[config.mk]
export PLATFORM = sky130hd
export DESIGN_NAME = ahb_bus_arbiter
export DESIGN_NICKNAME = d
export VERILOG_FILES = /design/src/rtl/ahb_bus_arbiter.sv
export SDC_FILE = /design/constraint.sdc
export NUM_CORES = 1
export LEC_CHECK = 0
export BUFFER_PORTS_ARGS = -buffer_cell sky130_fd_sc_hd__buf_2
export CAP_MARGIN = 20
export CORE_AREA = 4 4 41 43
export CTS_CLUSTER_SIZE = 10
export DETAILED_ROUTE_END_ITERATION = 10
export DIE_AREA = 0 0 45 47
export PLACE_DENSITY = 0.68
export SLEW_MARGIN = 20
export SYNTH_ARGS = -nofsm -noshare
export SYNTH_HDL_FRONTEND = slang
export SYNTH_SLANG_ARGS = --single-unit
[constraint.sdc]
create_clock -name HCLK -period 3.05 [get_ports HCLK]
set_input_delay 0.1525 -clock HCLK [delete_from_list [all_inputs] [get_ports HCLK]]
set_output_delay 0.1525 -clock HCLK [all_outputs]
set_load 0.01 [all_outputs]
[src/rtl/ahb_bus_arbiter.sv]
// AHB bus arbiter: registered one-hot round-robin grant with locked hold and RETRY/SPLIT handling.
// Optional split-mask support is compiled in when AHB_ARB_SPLIT_EN is defined.
module ahb_bus_arbiter #(
    parameter int NO_OF_MASTERS  = 4,
    parameter int DEFAULT_MASTER = 0
) (
    input  logic                             HCLK,
    input  logic                             HRESETn,
    input  logic [NO_OF_MASTERS-1:0]         HBUSREQ,
    input  logic [NO_OF_MASTERS-1:0]         HLOCK,
    input  logic [NO_OF_MASTERS-1:0]         HSPLIT,
    input  logic [1:0]                       HTRANS,
    input  logic                             HREADY,
    input  logic [1:0]                       HRESP,
    output logic [NO_OF_MASTERS-1:0]         HGRANT,
    output logic [$clog2(NO_OF_MASTERS)-1:0] HMASTER,
    output logic                             HMASTLOCK
);

    localparam int N  = NO_OF_MASTERS;
    localparam int MW = $clog2(NO_OF_MASTERS);
    localparam logic [N-1:0]  RST_GRANT = N'(1) << DEFAULT_MASTER;
    localparam logic [MW-1:0] RST_IDX   = MW'(DEFAULT_MASTER);

    logic [N-1:0]  grant_q, grant_d;
    logic [MW-1:0] ptr_q, ptr_d;
    logic [MW-1:0] master_q, master_d;
    logic          mastlock_q, mastlock_d;

    logic [N-1:0]  elig;
    logic          force_arb;
    logic          arb;
    logic [MW-1:0] sel;
    logic          found;
    logic [MW:0]   cand;

`ifdef AHB_ARB_SPLIT_EN
    logic [N-1:0] mask_q, mask_d;
    logic [N-1:0] set_vec;
    logic         unused_in;

    assign unused_in = HTRANS[1];

    always_comb begin
        set_vec = '0;
        if (HREADY && HRESP == 2'b11) set_vec[master_q] = 1'b1;
        // A resume pulse wins over a split landing on the same bit.
        mask_d = (mask_q | set_vec) & ~HSPLIT;
        elig   = HBUSREQ & ~(mask_q | set_vec);
    end

    always_ff @(posedge HCLK or negedge HRESETn) begin
        if (!HRESETn) mask_q <= '0;
        else          mask_q <= mask_d;
    end
`else
    logic unused_in;

    assign unused_in = ^{HSPLIT, HRESP[0], HTRANS[1]};
    assign elig      = HBUSREQ;
`endif

    // RETRY and SPLIT (both HRESP[1]=1) break into a burst, never into a locked hold.
    assign force_arb = HREADY && HRESP[1];
    assign arb       = HREADY && !HLOCK[ptr_q] && (!HTRANS[0] || force_arb);

    always_comb begin
        sel   = RST_IDX;
        found = 1'b0;
        cand  = '0;
        for (int i = 1; i <= N; i++) begin
            cand = {1'b0, ptr_q} + (MW+1)'(i);
            if (cand >= (MW+1)'(N)) cand = cand - (MW+1)'(N);
            if (!found && elig[cand[MW-1:0]]) begin
                sel   = cand[MW-1:0];
                found = 1'b1;
            end
        end
    end

    always_comb begin
        grant_d    = grant_q;
        ptr_d      = ptr_q;
        master_d   = master_q;
        mastlock_d = mastlock_q;
        if (arb) begin
            grant_d      = '0;
            grant_d[sel] = 1'b1;
            ptr_d        = sel;
        end
        if (HREADY) begin
            master_d   = ptr_q;
            mastlock_d = HLOCK[ptr_q];
        end
    end

    always_ff @(posedge HCLK or negedge HRESETn) begin
        if (!HRESETn) begin
            grant_q    <= RST_GRANT;
            ptr_q      <= RST_IDX;
            master_q   <= RST_IDX;
            mastlock_q <= 1'b0;
        end else begin
            grant_q    <= grant_d;
            ptr_q      <= ptr_d;
            master_q   <= master_d;
            mastlock_q <= mastlock_d;
        end
    end

    assign HGRANT    = grant_q;
    assign HMASTER   = master_q;
    assign HMASTLOCK = mastlock_q;

endmodule

==> results of run 1 <==
## worst max path at each step
stage                         startpoint                    end  slack, ns  cells past startpoint
global placement    ptr_q[1]$_DFFE_PN0P_  HGRANT[2]$_DFFE_PN0P_       1.45                      4
finish              ptr_q[0]$_DFFE_PN0P_  HGRANT[0]$_DFFE_PN1P_       1.46                      4
detailed placement  ptr_q[1]$_DFFE_PN0P_  HGRANT[2]$_DFFE_PN0P_       1.43                      4
floorplan           ptr_q[0]$_DFFE_PN0P_  HGRANT[2]$_DFFE_PN0P_       1.50                      4
CTS                 ptr_q[1]$_DFFE_PN0P_  HGRANT[2]$_DFFE_PN0P_       1.43                      4
global route        ptr_q[0]$_DFFE_PN0P_  HGRANT[0]$_DFFE_PN1P_       1.33                      4
## critical path, stage by stage, from the launching register on
cell      delay (ns)
dfrtp_1         0.44
mux4_2          0.54
nand3b_4        0.23
and2b_1         0.22
a22o_1          0.12
## final cells by class
cell class                 instances  area [um^2]  area share
clock buffer                       4        26.28     0.04208
multi-input combinational         29        247.7      0.3968
sequential                         9        226.5      0.3627
tap                               15        18.77     0.03006
timing repair buffer              20        105.1      0.1683
## kinds of logic after synthesis
logic type	share of synthesized area
and+or+nand+nor	0.2015
AOI/OAI and AO/OA	0.1684
DFF	0.4617
muxes	0.1352
buffers and inverters	0.03315
## registers in the layout, indices dropped and copies added (netlist names)
signal	flops
HMASTER	2
HMASTLOCK	1
HGRANT	4
ptr_q	2
## synthesized netlist by cell type (2+ instances only)
cell type,n
a21oi_1,2
nor2b_1,2
mux2_2,3
dfrtp_1,8
nand2_1,5
## layer usage
metal,GRT usage,up-vias
met5,0,-
met4,0.07018,0
met3,0.04215,2
met2,0.1864,18
met1,0.09434,176
li1,-,189
## report_power, final
part	internal [mW]	leakage, nW	switching (mW)
Clock	0.0503	0.0150	0.0398
Combinational	0.125	0.193	0.100
Sequential	0.180	0.111	0.0464
Total	0.355	0.319	0.186
==> flow_summary.rst, run 1 <==
.. list-table::
   :header-rows: 1

   * - Metric
     - Value
   * - Critical Path Source Type
     - flop
   * - Power density relative to cell area
     - 867.2 nW/um^2
   * - Crit path arrival time
     - 1.80 ns
   * - Register-to-register setup slack
     - 1.46 ns
   * - Netlist area before placement
     - 490.5 um^2
   * - Cell leakage power
     - 0.3186 nW
   * - Clock sink total
     - 9
   * - Syn nets
     - 59
   * - Max-slew violation count
     - 0
   * - Worst clock skew
     - 0.004815 ns
   * - Initial Util
     - 0.3769
   * - Fmax achieved
     - 627.3 MHz
   * - Worst-case vdd ir drop
     - 0.3472 mV
   * - Final core utilization
     - 0.4798
   * - Synthesized netlist cell count
     - 40
   * - Clock buffer count from CTS
     - 3
   * - Number of flops mapped to enable cells by yosys
     - 0
   * - Hold Violations, Final
     - 0
   * - Top cell type by total area after synthesis
     - dfrtp_1
   * - Outcome
     - complete, no violations
   * - Max Cap Viol
     - 0
   * - Floorplan die area
     - 2115 um^2
   * - Post-cts resize count
     - 0
   * - Antenna Diode Count
     - 0
   * - Met1 routed wirelength after detailed routing
     - 354 um
   * - GRT Total Usage
     - 0.1032
   * - Filler Cell Count
     - 132
   * - Total congestion overflow after global routing
     - 0
   * - Met2 wire length
     - 421 um
   * - Cell area after layout
     - 624.3 um^2
   * - Post-synthesis async set-or-reset flop share
     - 1.000
   * - Critical Path End Type
     - flop
   * - Share of cells above drive strength 1
     - 0.5806
   * - Final standard cell count with taps included and fillers excluded
     - 77
   * - Wire length reported by the detailed router
     - 905 um
   * - Largest cells by area after synthesis
     - dfrtp_1, mux2_2, dfstp_2
   * - Detail-routed via count per cell
     - 5.000
   * - Routed WL per cell
     - 11.75 um
   * - Iter 0 DRT Violations
     - 2
   * - Vertical die dimension
     - 47 um
   * - Remaining max-slew budget at the tightest pin
     - 0.7044
   * - Unrepaired setup endpoints after global routing
     - no
   * - Met3 wire length
     - 111 um
   * - H-tree levels
     - 1
   * - Pin count of the biggest net entering global routing
     - 12
   * - # port buffers
     - 19
   * - #FFs+latches synth
     - 9
   * - Number of setup buffers added after CTS
     - 0
   * - PnR Total Power
     - 0.5414 mW
   * - Hold buffers post-CTS
     - 1
   * - Initial antenna violation count
     - 0
   * - Clock tree buffer depth
     - 2
   * - Post-route fraction of the period consumed by the critical path
     - 0.5227
   * - Iteration count of the initial detailed-routing pass
     - 2
   * - Final min period
     - 1.594 ns
   * - Top-level I/O count
     - 26
   * - Area of the core
     - 1301 um^2
   * - Fin Setup TNS
     - 0 ns
   * - Cell depth of the worst flop-to-flop path
     - 4
   * - Post-synth cell types
     - 25
   * - Reg-to-Reg End
     - HGRANT[0]$_DFFE_PN1P_
   * - Worst slack after detailed placement
     - 1.431 ns
   * - Ys Warns
     - 0
   * - Vias in the first global route
     - 378
   * - Number of placement rows
     - 13
   * - Number of cells in the design after placement
     - 72
   * - Reg2Reg Launch Point
     - ptr_q[0]$_DFFE_PN0P_
   * - Sum of net half-perimeters after detailed placement
     - 733.3 um
   * - Leading cell types in the layout, fill and taps excluded
     - buf_2, dfrtp_1, nand2_1
   * - Number of nets at the end of the flow
     - 82
   * - Main flop type after synthesis
     - dfrtp_1
   * - Placed instance area
     - 588.1 um^2
   * - Worst hold stages
     - 2
   * - Least-Margin Pin Slew
     - 0.4408 ns
   * - CTS tree
     - done
   * - Worst Path Max Fanout
     - 11
   * - Clock-pin slew reported for the worst setup and hold paths after clock tree synthesis
     - 0.06 ns
   * - Type of the worst setup path
     - flop to flop
   * - Final critical-path setup slack
     - 1.456 ns
   * - Total via count in the routed design
     - 385
   * - Clock latency of the later-clocked register in the worst-skew pair
     - 0.26 ns
   * - Most frequent standard cell in the layout excluding fill and tap cells
     - buf_2
   * - Smallest hold slack
     - 0.2360 ns
   * - Share of synthesized area occupied by flip-flops and latches
     - 0.4617
   * - Worst min-delay path category
     - input pin to flop
   * - Final-report setup violation count
     - 0
   * - Drt drc
     - 0
   * - Final GP Congestion
     - 0.6667
   * - Uppermost metal layer occupied by signal nets
     - met4
   * - Global-route wire length before repair
     - 1524 um
   * - Worst hold path endpoint
     - HMASTER[0]$_DFFE_PN0P_
   * - CP Data Required Time
     - 3.25 ns
   * - Clk Tree Root Cell
     - clkbuf_4
   * - Remaining antenna violation count after routing
     - 0
   * - Hold path startpoint
     - HREADY
   * - Yosys top cell area share
     - 0.4082
   * - Area growth from synthesis to layout
     - 27.30%
   * - Mean area per synthesized cell
     - 12.26 um^2
   * - Horiz. Die Dim
     - 45 um
Power figures use the tool's default switching activity.
==> run 2: changes to the inputs <==
clock period = 1.65 ns   (was 3.05 ns; I/O delays follow)
==> run 2 against run 1 <==
  * Die area unchanged
  * Sequential share of layout area shrank 0.85 points
  * Count of clock-buffer cells in the layout stayed put
  * Critical path depth shrank 1
  * First-iteration DRC count rose to 3.5 times the previous value
  * Critical endpoint is now HGRANT[2]$_DFFE_PN0P_
  * Largest power group is now combinational cells
==> flow_summary.rst, run 2 (synthesized netlist as in run 1, its figures left out) <==
.. list-table::
   :header-rows: 1

   * - Metric
     - Value
   * - Critical Path End Type
     - flop
   * - CP peak stage delay
     - 0.52 ns
   * - Leading cell types in the layout, fill and taps excluded
     - buf_2, dfrtp_1, nand2_1
   * - Floorplan die area
     - 2115 um^2
   * - Horiz. Die Dim
     - 45 um
   * - Worst slack after detailed placement
     - 0.1296 ns
   * - # port buffers
     - 19
   * - Area of the core
     - 1301 um^2
   * - Clock-pin slew reported for the worst setup and hold paths after clock tree synthesis
     - 0.06 ns
   * - Iteration count of the initial detailed-routing pass
     - 4
   * - Final min period
     - 1.510 ns
   * - Share of cells above drive strength 1
     - 0.5938
   * - Least-Margin Pin Slew
     - 0.3011 ns
   * - Total via count in the routed design
     - 400
   * - Hold Violations, Final
     - 0
   * - Fmax achieved
     - 662.1 MHz
   * - Number of placement rows
     - 13
   * - Initial Util
     - 0.3769
   * - Worst path cell trace
     - mux4_2 -> nand3b_4 -> a22o_2
   * - CTS tree
     - done
   * - Worst clock skew
     - 0.004812 ns
   * - Clk Tree Root Cell
     - clkbuf_4
   * - GRT Total Usage
     - 0.09768
   * - Detail-routed via count per cell
     - 5.063
   * - Worst-case vdd ir drop
     - 0.5310 mV
   * - Number of setup buffers added after CTS
     - 0
   * - Vias in the first global route
     - 358
   * - Crit path arrival time
     - 1.66 ns
   * - Flip-flop count of the largest register after layout
     - 4
   * - Clock tree buffer depth
     - 2
   * - Remaining max-slew budget at the tightest pin
     - 0.7993
   * - Clock sink total
     - 9
   * - Antenna Diode Count
     - 0
   * - Cell leakage power
     - 0.3283 nW
   * - Final GP Congestion
     - 0.6880
   * - Worst min-delay path category
     - input pin to flop
   * - Pin count of the biggest net entering global routing
     - 12
   * - Worst Path Max Fanout
     - 11
   * - Vertical die dimension
     - 47 um
   * - Clock latency of the later-clocked register in the worst-skew pair
     - 0.25 ns
   * - Drt drc
     - 0
   * - Post-route fraction of the period consumed by the critical path
     - 0.9154
   * - Routed WL per cell
     - 12.05 um
   * - Sum of net half-perimeters after detailed placement
     - 791.4 um
   * - Initial antenna violation count
     - 0
   * - Cell with the biggest individual delay on the critical path
     - mux4_2
   * - Global-route wire length before repair
     - 1455 um
   * - Number of nets at the end of the flow
     - 84
   * - Clock buffer count from CTS
     - 3
   * - Critical Path Source Type
     - flop
   * - H-tree levels
     - 1
   * - Max Cap Viol
     - 0
   * - Final critical-path setup slack
     - 0.1396 ns
   * - Wire length reported by the detailed router
     - 952 um
   * - Smallest hold slack
     - 0.1688 ns
   * - Remaining antenna violation count after routing
     - 0
   * - Post-cts resize count
     - 0
   * - PnR Total Power
     - 1.034 mW
   * - Top-level I/O count
     - 26
   * - Power density relative to cell area
     - 1617 nW/um^2
   * - Final-report setup violation count
     - 0
   * - Total congestion overflow after global routing
     - 0
   * - Max-slew violation count
     - 0
   * - Most frequent standard cell in the layout excluding fill and tap cells
     - buf_2
   * - Type of the worst setup path
     - flop to flop
   * - Fin Setup TNS
     - 0 ns
   * - CP Data Required Time
     - 1.80 ns
   * - Outcome
     - complete, no violations
   * - Iter 0 DRT Violations
     - 7
   * - Unrepaired setup endpoints after global routing
     - no
   * - Area growth from synthesis to layout
     - 30.36%
[run 2: changes by cell type in the layout (fill, tap and decap cells not counted), sizes merged]
| cell | previous run | this run |
|---|---|---|
| buf | 19 | 21 |
[run 2: critical path, delay by kind of cell (launching register included)]
family           cells  cell delay [ns]
AO/OA/AOI/OAI        1             0.28
multiplexers         1             0.52
AND/OR/NAND/NOR      1             0.23
flip-flops           1             0.37
[run 2: final timing paths]
kind,start,endpoint,slack (ns),depth (start not counted)
max,ptr_q[0]$_DFFE_PN0P_,HGRANT[2]$_DFFE_PN0P_,0.14,3
min,HREADY,HMASTER[0]$_DFFE_PN0P_,0.17,2
max reg2reg,ptr_q[0]$_DFFE_PN0P_,HGRANT[2]$_DFFE_PN0P_,0.14,3
min reg2reg,HGRANT[1]$_DFFE_PN0P_,HGRANT[1]$_DFFE_PN0P_,0.47,2
max in group asynchronous,HRESETn,HGRANT[0]$_DFFE_PN1P_,1.21,2
min in group asynchronous,HRESETn,HGRANT[3]$_DFFE_PN0P_,0.20,2
[run 2: layout make-up]
class / count / area, um^2
Timing Repair Buffer: 22 / 120.1
Sequential cell: 9 / 226.5
Fill cell: 140 / 661.9
Clock buffer: 4 / 26.28
Multi-Input combinational cell: 29 / 247.7
Tap cell: 15 / 18.77
[run 2: timing repair]
action / CTS / global route
hold buffers: 1 / 0
endpoints found under the hold margin: 9 / 0
endpoints found under the setup margin: 0 / 0
[run 2: per-layer routing]
layer | GRT usage | up-vias | wire [um]
li1 | - | 196 | -
met5 | 0 | - | 0
met4 | 0.07018 | 0 | 0
met3 | 0.02682 | 0 | 107
met2 | 0.1610 | 18 | 461
met1 | 0.1087 | 186 | 383
[run 2: through the flow]
step / cells / instance area, um^2 / utilization
5_1_grt: 79 / 639.4 / 0.4913
2_1_floorplan: 40 / 490.5 / -
4_1_cts: 79 / 639.4 / 0.4913
3_5_place_dp: 74 / 603.1 / 0.4635
6_report: 79 / 639.4 / 0.4913
3_3_place_gp: 74 / 603.1 / 0.4635
[run 2: report_power, final]
| part | internal (mW) | leakage (nW) | switching [mW] |
|---|---|---|---|
| clock | 0.0929 | 0.0150 | 0.0719 |
| combinational | 0.256 | 0.202 | 0.205 |
| sequential | 0.333 | 0.111 | 0.0745 |
| total | 0.682 | 0.328 | 0.352 |
